===== src/rtl/game_flow_controller_pkg.sv =====
// Shared definitions for the frog/car game sequencer: state encoding and field widths.
package game_flow_controller_pkg;

    localparam int unsigned LIVES_W = 2;
    localparam int unsigned LEVEL_W = 4;

    // Encoding is visible on o_State and decoded by the VGA overlays.
    typedef enum logic [2:0] {
        ST_IDLE      = 3'd0,
        ST_PLAY      = 3'd1,
        ST_HIT       = 3'd2,
        ST_LEVEL_UP  = 3'd3,
        ST_GAME_OVER = 3'd4,
        ST_WIN       = 3'd5
    } game_state_e;

    // Lives never wrap below zero.
    function automatic logic [LIVES_W-1:0] lives_dec(input logic [LIVES_W-1:0] lives);
        return (lives == '0) ? '0 : lives - LIVES_W'(1);
    endfunction

endpackage


===== src/rtl/game_flow_controller_hold.sv =====
// Hold timer: load starts a hold of HOLD_CYCLES cycles; o_Done is high in its last cycle.
module game_flow_controller_hold #(
    parameter int unsigned HOLD_CYCLES = 25_000_000
) (
    input  logic i_Clk,
    input  logic i_Reset,
    input  logic i_Load,
    output logic o_Done
);
    localparam int unsigned CNT_W = $clog2(HOLD_CYCLES);
    localparam logic [CNT_W-1:0] LOAD_VAL = CNT_W'(HOLD_CYCLES - 1);

    logic [CNT_W-1:0] count_q, count_d;
    logic             active_q, active_d;

    // Count register; a reset aborts any hold in progress.
    always_ff @(posedge i_Clk or posedge i_Reset) begin
        if (i_Reset) begin
            count_q  <= '0;
            active_q <= 1'b0;
        end else begin
            // NOTE: non-blocking assignments keep every flop sampling pre-edge values.
            count_q  <= count_d;
            active_q <= active_d;
        end
    end

    // Load, count down, and stop after the zero cycle.
    always_comb begin
        count_d  = count_q;
        active_d = active_q;
        if (i_Load) begin
            count_d  = LOAD_VAL;
            active_d = 1'b1;
        end else if (active_q) begin
            if (count_q == '0) active_d = 1'b0;
            else               count_d  = count_q - CNT_W'(1);
        end
    end

    assign o_Done = active_q && (count_q == '0);

endmodule


===== src/rtl/game_flow_controller.sv =====
// Game-level sequencer: owns lives, level and game state; freezes cars and resets the frog.
module game_flow_controller
    import game_flow_controller_pkg::*;
#(
    parameter int unsigned HOLD_CYCLES = 25_000_000,
    parameter int unsigned FLASH_DIV   = 3_125_000,
    parameter int unsigned START_LIVES = 3,
    parameter int unsigned MAX_LEVEL   = 9
) (
    input  logic               i_Clk,
    input  logic               i_Reset,
    input  logic               i_Start,
    input  logic               i_Collision,
    input  logic               i_Frog_At_Top,
    output logic [2:0]         o_State,
    output logic [LEVEL_W-1:0] o_Level,
    output logic [LIVES_W-1:0] o_Lives,
    output logic               o_Freeze,
    output logic               o_Reset_Frog,
    output logic               o_Flash
);
    localparam int unsigned FLASH_W = $clog2(FLASH_DIV + 1);
    localparam logic [FLASH_W-1:0] FLASH_LAST = FLASH_W'(FLASH_DIV - 1);
    localparam logic [LIVES_W-1:0] LIVES_INIT = LIVES_W'(START_LIVES);
    localparam logic [LEVEL_W-1:0] LEVEL_MAX  = LEVEL_W'(MAX_LEVEL);

    game_state_e        state_q, state_d;
    logic [LEVEL_W-1:0] level_q, level_d;
    logic [LIVES_W-1:0] lives_q, lives_d;
    logic               freeze_q, freeze_d;
    logic               reset_frog_q, reset_frog_d;
    logic               flash_q, flash_d;
    logic [FLASH_W-1:0] flash_cnt_q, flash_cnt_d;
    logic               start_prev_q, coll_prev_q, top_prev_q;
    logic               start_rise, coll_rise, top_rise;
    logic               hold_load, hold_done;

    game_flow_controller_hold #(.HOLD_CYCLES(HOLD_CYCLES)) u_hold (
        .i_Clk   (i_Clk),
        .i_Reset (i_Reset),
        .i_Load  (hold_load),
        .o_Done  (hold_done)
    );

    assign start_rise = i_Start       && !start_prev_q;
    assign coll_rise  = i_Collision   && !coll_prev_q;
    assign top_rise   = i_Frog_At_Top && !top_prev_q;

    // State, outputs and edge history; history updates every cycle so holds defer nothing.
    always_ff @(posedge i_Clk or posedge i_Reset) begin
        if (i_Reset) begin
            state_q      <= ST_IDLE;
            level_q      <= '0;
            lives_q      <= LIVES_INIT;
            freeze_q     <= 1'b1;
            reset_frog_q <= 1'b0;
            flash_q      <= 1'b0;
            flash_cnt_q  <= '0;
            start_prev_q <= 1'b0;
            coll_prev_q  <= 1'b0;
            top_prev_q   <= 1'b0;
        end else begin
            state_q      <= state_d;
            level_q      <= level_d;
            lives_q      <= lives_d;
            freeze_q     <= freeze_d;
            reset_frog_q <= reset_frog_d;
            flash_q      <= flash_d;
            flash_cnt_q  <= flash_cnt_d;
            start_prev_q <= i_Start;
            coll_prev_q  <= i_Collision;
            top_prev_q   <= i_Frog_At_Top;
        end
    end

    // Next-state and next-output logic for the game sequencer.
    always_comb begin
        // NOTE: every variable gets a default first so no path can infer a latch.
        state_d      = state_q;
        level_d      = level_q;
        lives_d      = lives_q;
        reset_frog_d = 1'b0;
        flash_d      = 1'b0;
        flash_cnt_d  = '0;
        hold_load    = 1'b0;
        case (state_q)
            ST_IDLE, ST_GAME_OVER, ST_WIN: begin
                if (start_rise) begin
                    state_d      = ST_PLAY;
                    level_d      = '0;
                    lives_d      = LIVES_INIT;
                    reset_frog_d = 1'b1;
                end
            end
            ST_PLAY: begin
                if (coll_rise) begin
                    state_d   = ST_HIT;
                    lives_d   = lives_dec(lives_q);
                    hold_load = 1'b1;
                    flash_d   = 1'b1;
                end else if (top_rise) begin
                    if (level_q < LEVEL_MAX) begin
                        state_d   = ST_LEVEL_UP;
                        level_d   = level_q + LEVEL_W'(1);
                        hold_load = 1'b1;
                    end else begin
                        state_d = ST_WIN;
                    end
                end
            end
            ST_HIT: begin
                if (hold_done) begin
                    if (lives_q == '0) begin
                        state_d = ST_GAME_OVER;
                    end else begin
                        state_d      = ST_PLAY;
                        reset_frog_d = 1'b1;
                    end
                end else if (flash_cnt_q == FLASH_LAST) begin
                    flash_d = !flash_q;
                end else begin
                    flash_d     = flash_q;
                    flash_cnt_d = flash_cnt_q + FLASH_W'(1);
                end
            end
            ST_LEVEL_UP: begin
                if (hold_done) begin
                    state_d      = ST_PLAY;
                    reset_frog_d = 1'b1;
                end
            end
            default: state_d = ST_IDLE;
        endcase
        freeze_d = (state_d != ST_PLAY);
    end

    assign o_State      = state_q;
    assign o_Level      = level_q;
    assign o_Lives      = lives_q;
    assign o_Freeze     = freeze_q;
    assign o_Reset_Frog = reset_frog_q;
    assign o_Flash      = flash_q;

endmodule


===== config.mk =====
export PLATFORM = sky130hd
export DESIGN_NAME = game_flow_controller
export DESIGN_NICKNAME = d
export VERILOG_FILES = /design/src/rtl/game_flow_controller_pkg.sv /design/src/rtl/game_flow_controller_hold.sv /design/src/rtl/game_flow_controller.sv
export SDC_FILE = /design/constraint.sdc
export NUM_CORES = 1
export LEC_CHECK = 0
export CAP_MARGIN = 20
export CORE_MARGIN = 2
export CORE_UTILIZATION = 56
export CTS_BUF_LIST = sky130_fd_sc_hd__clkbuf_8
export DETAILED_ROUTE_END_ITERATION = 16
export GPL_ROUTABILITY_DRIVEN = 1
export MAX_ROUTING_LAYER = met4
export PLACE_DENSITY = 0.86
export REMOVE_ABC_BUFFERS = 1
export SETUP_SLACK_MARGIN = 0.2
export SLEW_MARGIN = 20
export SYNTH_ARGS = -nofsm -noshare
export SYNTH_HDL_FRONTEND = slang
export SYNTH_HIERARCHICAL = 1
export SYNTH_SLANG_ARGS = --single-unit

===== constraint.sdc =====
create_clock -name i_Clk -period 2.6 [get_ports i_Clk]
set_clock_uncertainty 0.05 [all_clocks]
set_input_delay 0.52 -clock i_Clk [delete_from_list [all_inputs] [get_ports i_Clk]]
set_output_delay 0.52 -clock i_Clk [all_outputs]
set_load 0.005 [all_outputs]

# == Word level (Yosys, flattened, before mapping) ==
# Cells that the tools add are included.
# W data, S select, Z words.
# classes
magnitude_cmp,1
muxes,39
n_eq_ne,14
reduce_logical,17
add_sub_neg,4
# ops
operator,n
$mux W25,3
$mux W22,3
$logic_not A25 Y1,1
$sub A25 B1 Y25 const B,1
$add A22 B1 Y22 const B,1
$eq A22 B22 Y1 const B,1
$mux W3,7
$mux W4,4
$mux W1,14
$ne A2 B2 Y1 const B,6
$pmux W3 S4,1
$pmux W4 S2,1
$eq A3 B2 Y1 const B,2
$eq A3 B3 Y1 const B,2
$mux W2,3
$reduce_and A5 Y1,1
$add A4 B1 Y4 const B,1
$logic_and A1 B1 Y1,4
$logic_not A1 Y1,4
$lt A4 B4 Y1 const B,1
$pmux W2 S2,1
$reduce_bool A2 Y1,2
$eq A3 B1 Y1 const B,1
$logic_not A3 Y1,1
other kinds (9),9
# word_totals
out_inout_bits,12
reg_bits,63

# == Longest topological paths before layout ==
# Gate-level depths: netlist of run 1.
# logic_depth
word_depth,7
depth_mapped,10
depth_no_buf,10

# == Modules after synthesis ==
# The synthesis of run 1 kept the hierarchy.
# modules_own_cells
mod,seq_area_each_um2,area_each_um2,instances,cells_each
game_flow_controller,929.6,1891.8,1,191
game_flow_controller_hold,650.6,1519.0,1,149

# == Worst setup path before layout of run 1 ==
# OpenSTA, ideal clock, no wires.
# synth_timing
path_kind,register to register
start,register u_hold.count_q[13]
end,"register flash_q, in the netlist o_Flash"
t_arrival_ns,2.131
slack_ns,0.294
stages_incl_launch_ff,8
path_buffers,0
t_required_ns,2.425
path_cell_list,dfrtp_1 -> nor4_2 -> nand3_4 -> nor3_1 -> and2_1 -> or3_1 -> o21bai_1 -> mux2_2
# synth_between
elab_chain_cells,4
word_cells_on_any_way,5
classes_between,eq/ne: 1; mux: 2; reduce/logical: 2
# synth_lines
item,line_no,rtl
from (decl),game_flow_controller_hold.sv:13,"logic [CNT_W-1:0] count_q, count_d;"
from (signal assigned),game_flow_controller_hold.sv:23,count_q <= count_d;
$logic_not A25 Y1 *,game_flow_controller_hold.sv:41,assign o_Done = active_q && (count_q == '0);
$logic_and A1 B1 Y1 *,game_flow_controller_hold.sv:41,
via hold_done,game_flow_controller.sv:36,"logic hold_load, hold_done;"
$mux W1,game_flow_controller.sv:112,if (hold_done) begin
$pmux W1 S2,game_flow_controller.sv:86,case (state_q)
to (signal assigned),game_flow_controller.sv:68,flash_q <= flash_d;
to (decl),game_flow_controller.sv:32,"logic flash_q, flash_d;"
# The timed path passes the listed nets; every way through them passes the cells marked *.
# A chain may end at the register's enable or synchronous reset.

# == Worst setup path in the final report of run 1 ==
# layout_timing
start,register u_hold.count_q[0]
end,"register flash_q, in the netlist o_Flash"
# Same word-level chain as after synthesis.

==> run summary, run 1 <==
Most used DFF post-synth = dfrtp_1
Top delay family on crit path = simple AND/OR/NAND/NOR gates
die width = 82.0 µm
sequence of cells on the critical path = inv_1, ha_1, nor2b_4, nand3_4, nor3_2, and2_2, or3_1, o21bai_2, mux2_2
Crit path required time = 2770 ps
commonest cells after routing, fill and taps aside = dfrtp_1, nor2_1, nand2_1
normalized max-slew margin = 0.661
post-synthesis compound-gate area fraction = 0.116
largest family of logic cells by synthesized area = simple AND/OR/NAND/NOR gates
filler instances = 445
final worst path period share = 0.861
final hold vios = 0
gr usage total = 0.225
Worst setup SP type = flop
Yosys cell types = 61
fin nets = 378
Worst Tran Pin Value = 505 ps
vias in the first global route = 2487
Skew-Pair Late Insertion Delay = 340 ps
final setup fails = 0
Post-Synth Adder-Cell Area = 0.0183
Iter 0 DRT Violations = 145
Max IR drop VDD = 0.439 mV
largest net degree at the start of global routing = 38
Initial Util = 0.576
Vias = 2653
P_int = 1.61 mW
crit-path max cell delay = 390 ps
Comb pwr share = 0.037
total clock sinks = 63
grt met1 use = 0.272
status = completed
DP Area = 3680 µm²
drc violations = 0
Arr. time, crit path = 2410 ps
Flop pwr share = 0.493
M3 GR Usage = 0.0637
CTS Root Cell = clkbuf_8
top achievable clock speed = 447 MHz
IO Port Bufs = 16
met2 Use GR = 0.361
routed len/inst = 15.4 µm
total core area = 5920 µm²
Mapped Cells = 340
RSZ-0062 raised after global routing = false
Final Instance Area = 3980 µm²
CP endpoint kind = flop
Routed Antenna Nets = 0
TritonCTS clock tree = done
first-pass GRT wire length = 11.2 mm
Power Dens Cells = 513 nW/µm²
I/O pin count = 17
Max Slew Vio Count = 0
GRT overflow = 0
Bufs on Longest Clock Path = 2
register area share after synthesis = 0.463
clock transition at the registers of the reported paths = 70 ps
CP max FO = 4
Post-synth EDFFs = 0
simple-gate area share of the yosys netlist = 0.302
share of cells above drive strength 1 = 0.158
worst path buffer plus inverter count = 1
crit path time final = 2240 ps
crit path kind = flop to flop
Final Wtd Congestion = 0.886
sw frac = 0.211
flops & latches, synth = 63
detailed placement HPWL = 4.54 mm
# rows = 28
H-tree levels = 3
most common cell after layout, fill and taps aside = dfrtp_1
XOR/XNOR share of the synthesized area = 0.0514
dpl cells = 429
Max Cap Viol = 0
number of diodes = 0
Post-Syn Area = 3410 µm²
Avg Cell Area, Syn = 10.0 µm²
drt first pass iters = 4
P_leak = 1.55 nW
CP max stage cell = or3_1
Die Y = 82.0 µm
initial antenna violation count = 0
Yosys warnings = 6
CTS Buf Count = 9
drt via density = 5.92
hold-fix buffers at CTS = 0
multiplexer share of the synthesized area = 0.0180
area growth from synthesis to layout = 16.6%
full die area = 6730 µm²
grt peak-use layer = met2
drt total wl = 6.88 mm
Clk network pwr share = 0.470
switching power = 0.430 mW
async set-reset flop share out of synthesis = 1.00
Worst Hold Class = flop to flop
fin cells = 448
[routing by layer]
layer	wire length (µm)	share of wire	up-vias
met1	3110	0.45	1297
met5	0	0	-
li1	-	-	1285
met3	206	0.030	12
met2	3470	0.50	59
met4	100	0.015	0
[power by group through the flow]
stage	logic [mW]	registers [mW]	clock network, mW
global route	0.0869	1.01	1.03
global placement	0.0728	1.02	0
floorplan	0.0399	1.02	0
CTS	0.0777	1.01	0.983
finish	0.0763	1.01	0.959
detailed placement	0.0766	1.02	0
[flip-flops by register name (all words and copies together) (netlist names), 2 cells and up]
signal,flops
flash_cnt_q,22
o_Level,4
o_Lives,2
o_State,3
u_hold/count_q,25
[worst register-to-register path, stage by stage (launching register included)]
cell and delay [ps]:
dfrtp_1 360, inv_1 90, ha_1 200, nor2b_4 140
nand3_4 110, nor3_2 50, and2_2 220, or3_1 390
o21bai_2 240, mux2_2 290
[cells by family (layout without fill, tap and decap cells)]
group,Yosys count,count (layout)
flip-flops,63,63
XOR/XNOR,20,20
multiplexers,6,6
adder cells (fa/ha/maj),5,5
AND/OR/NAND/NOR,164,164
AO/OA/AOI/OAI,60,60
buffers and inverters,22,55
[cells in the mapped netlist, drive strengths merged, types with 6 or more instances]
master | number | area share
buf | 6 | 0.012
nor2b | 7 | 0.013
nor2 | 29 | 0.032
nor3 | 10 | 0.015
and3 | 11 | 0.022
nand2 | 22 | 0.025
nand2b | 11 | 0.020
xnor2 | 6 | 0.015
clkbuf | 6 | 0.0077
or3 | 13 | 0.024
xor2 | 14 | 0.036
dfrtp | 60 | 0.44
nand3 | 10 | 0.020
a21oi | 19 | 0.028
o21ai | 19 | 0.028
nor4 | 10 | 0.031
nand4 | 8 | 0.019
inv | 10 | 0.011
o31ai | 8 | 0.027
[area by class of cell]
cell class / count / area [µm²] / area share
clock buffer: 11 / 151 / 0.0381
clock inverter: 5 / 72.6 / 0.0182
inverter: 10 / 37.5 / 0.00944
multi-input combinational: 255 / 1770 / 0.444
sequential: 63 / 1580 / 0.397
tap: 75 / 93.8 / 0.0236
timing repair buffer: 29 / 274 / 0.0689
[through the flow]
stage	TNS (ps)	hold WS (ps)	setup WS, ps	total power [mW]	util
finish	0	406	362	2.04	0.672
global route	0	459	240	2.12	0.672
CTS	0	409	204	2.07	0.663
detailed placement	0	400	195	1.10	0.622
global placement	0	389	225	1.10	0.622
floorplan	-80.5	374	-80.5	1.06	-
[worst paths after layout]
kind	depth (start not counted)	end	slack (ps)	start
worst min register to register	1	flash_cnt_q[0]	410	flash_cnt_q[0]
worst max-delay path	9	o_Flash	360	u_hold/count_q[0]
worst max register to register	9	o_Flash	360	u_hold/count_q[0]
worst min-delay path	1	flash_cnt_q[0]	410	flash_cnt_q[0]
min in group asynchronous	3	u_hold/count_q[6]	510	i_Reset
max in group asynchronous	3	o_Lives[0]	1580	i_Reset
[timing repair]
item	in CTS	in global routing
setup buffers	0	3
pin swaps	0	2
endpoints found under the setup margin	22	24
hold endpoints to repair	0	0
gates resized for setup	4	6
(Power assumes the default switching activity.)
==> run 2, diff against run 1 <==
Settings changed: CORE_UTILIZATION 56 to 44, DONT_BUFFER_PORTS from default to 1, PLACE_DENSITY 0.86 to 0.7.
==> run 2 against run 1 <==
Against the previous run: register-to-register slack gained 30 ps; critical path depth shrank 2; combinational power shrank 30%; largest cell class unchanged.
==> run summary, run 2 (synthesized netlist as in run 1, its figures left out) <==
Worst Hold Class = input pin to asynchronous set/reset pin
drt total wl = 6.79 mm
drc violations = 0
IO Port Bufs = 0
Biggest register = u_hold/count_q
commonest cells after routing, fill and taps aside = dfrtp_1, nor2_1, nand2_1
Max Cap Viol = 0
Max Slew Vio Count = 0
final setup fails = 0
fin nets = 361
Vias = 2562
FF-to-FF setup slack = 390 ps
detailed placement HPWL = 4.59 mm
dpl cells = 441
Final Instance Area = 3790 µm²
Initial Util = 0.448
total clock sinks = 63
full die area = 8470 µm²
Final Wtd Congestion = 0.751
CTS Root Cell = clkbuf_8
sequence of cells on the critical path = nor4_4, nand3_4, nor3_2, and2_1, or3_1, o21bai_1, mux2_2
most common cell after layout, fill and taps aside = dfrtp_1
crit-path max cell delay = 450 ps
Largest register FFs = 25
number of diodes = 0
DP Area = 3570 µm²
Crit path required time = 2770 ps
crit path kind = flop to flop
I/O pin count = 17
R2R depth = 7
drt via density = 5.59
hold-fix buffers at CTS = 0
routed len/inst = 14.8 µm
final worst path period share = 0.850
CP endpoint kind = flop
Skew-Pair Late Insertion Delay = 340 ps
final core utilization = 0.498
final hold vios = 0
Iter 0 DRT Violations = 80
share of cells above drive strength 1 = 0.152
crit path time final = 2210 ps
total core area = 7610 µm²
Max IR drop VDD = 0.296 mV
GRT overflow = 0
H-tree levels = 3
RR Startpoint = u_hold/count_q[6]
status = completed
area growth from synthesis to layout = 11.2%
first-pass GRT wire length = 11.7 mm
# rows = 32
final hold slack = 74.9 ps
drt first pass iters = 4
normalized max-slew margin = 0.641
fin cells = 458
Bufs on Longest Clock Path = 2
Die Y = 92.0 µm
Reg2Reg Capture Point = o_Flash
Arr. time, crit path = 2380 ps
clock transition at the registers of the reported paths = 70 ps
Worst setup SP type = flop
TritonCTS clock tree = done
CP max FO = 6
gr usage total = 0.178
CTS Buf Count = 9
largest net degree at the start of global routing = 38
initial antenna violation count = 0
Power Dens Cells = 501 nW/µm²
total power = 1.90 mW
RSZ-0062 raised after global routing = false
Routed Antenna Nets = 0
Worst Tran Pin Value = 534 ps
top achievable clock speed = 452 MHz
die width = 92.0 µm
CP max stage cell = dfrtp_1
vias in the first global route = 2563
P_leak = 1.47 nW
## run 2: cell types whose count changed in the layout (fill, tap and decap cells not counted), sizes merged
cell           delta
buf               -1
clkinv            +1
bufinv            -1
inv               +1
clkbuf            -1
clkdlybuf4s50    -16
## run 2: worst max-delay path by stage
stage                      end  cells after the start               start  slack, ps
2_1_floorplan          o_Flash                      7  u_hold/count_q[13]        -80
3_3_place_gp   flash_cnt_q[10]                      8  u_hold/count_q[13]        380
3_5_place_dp   flash_cnt_q[11]                      8  u_hold/count_q[13]        310
4_1_cts        flash_cnt_q[11]                      8  u_hold/count_q[13]        300
5_1_grt                o_Flash                      7   u_hold/count_q[6]        200
6_report               o_Flash                      7   u_hold/count_q[6]        390
## run 2: per-layer routing
layer  wire length [µm]  up-vias  track usage
met1               3030     1270        0.210
met3                246        2       0.0624
met2               3480       38        0.290
met5                  0        -            -
li1                   -     1252            -
met4                 29        0       0.0485
## run 2: power by group
part | internal (mW) | leakage (nW) | total [mW] | switching (mW)
clock network | 0.459 | 0.110 | 0.837 | 0.378
registers | 0.994 | 0.750 | 1.01 | 0.0139
logic | 0.0169 | 0.613 | 0.0533 | 0.0365
## run 2: timing repair
item                                   in CTS  in global routing
endpoints found under the hold margin       0                  0
setup endpoints to repair                   0                 23
setup buffers                               0                  1
resized for setup                           0                  5
## run 2: final cells by class
cell class | instances | area [µm²]
inverter | 10 | 37.5
multi-input combinational | 255 | 1750
clock buffer | 10 | 138
sequential | 63 | 1580
timing repair buffer | 12 | 106
fill | 704 | 3820
clock inverter | 6 | 55.1
tap | 102 | 128
## run 2: through the flow
stage | TNS (ps) | setup WS [ps]
floorplan | -80.5 | -80.5
global placement | 0 | 381
detailed placement | 0 | 314
CTS | 0 | 304
global route | 0 | 196
finish | 0 | 390
## run 2: worst max-delay path: cells and delay by family, from the launching register on
| kind | cells | cell delay [ps] |
|---|---|---|
| simple gates | 5 | 1080 |
| mux | 1 | 360 |
| flops | 1 | 450 |
| compound gates | 1 | 150 |
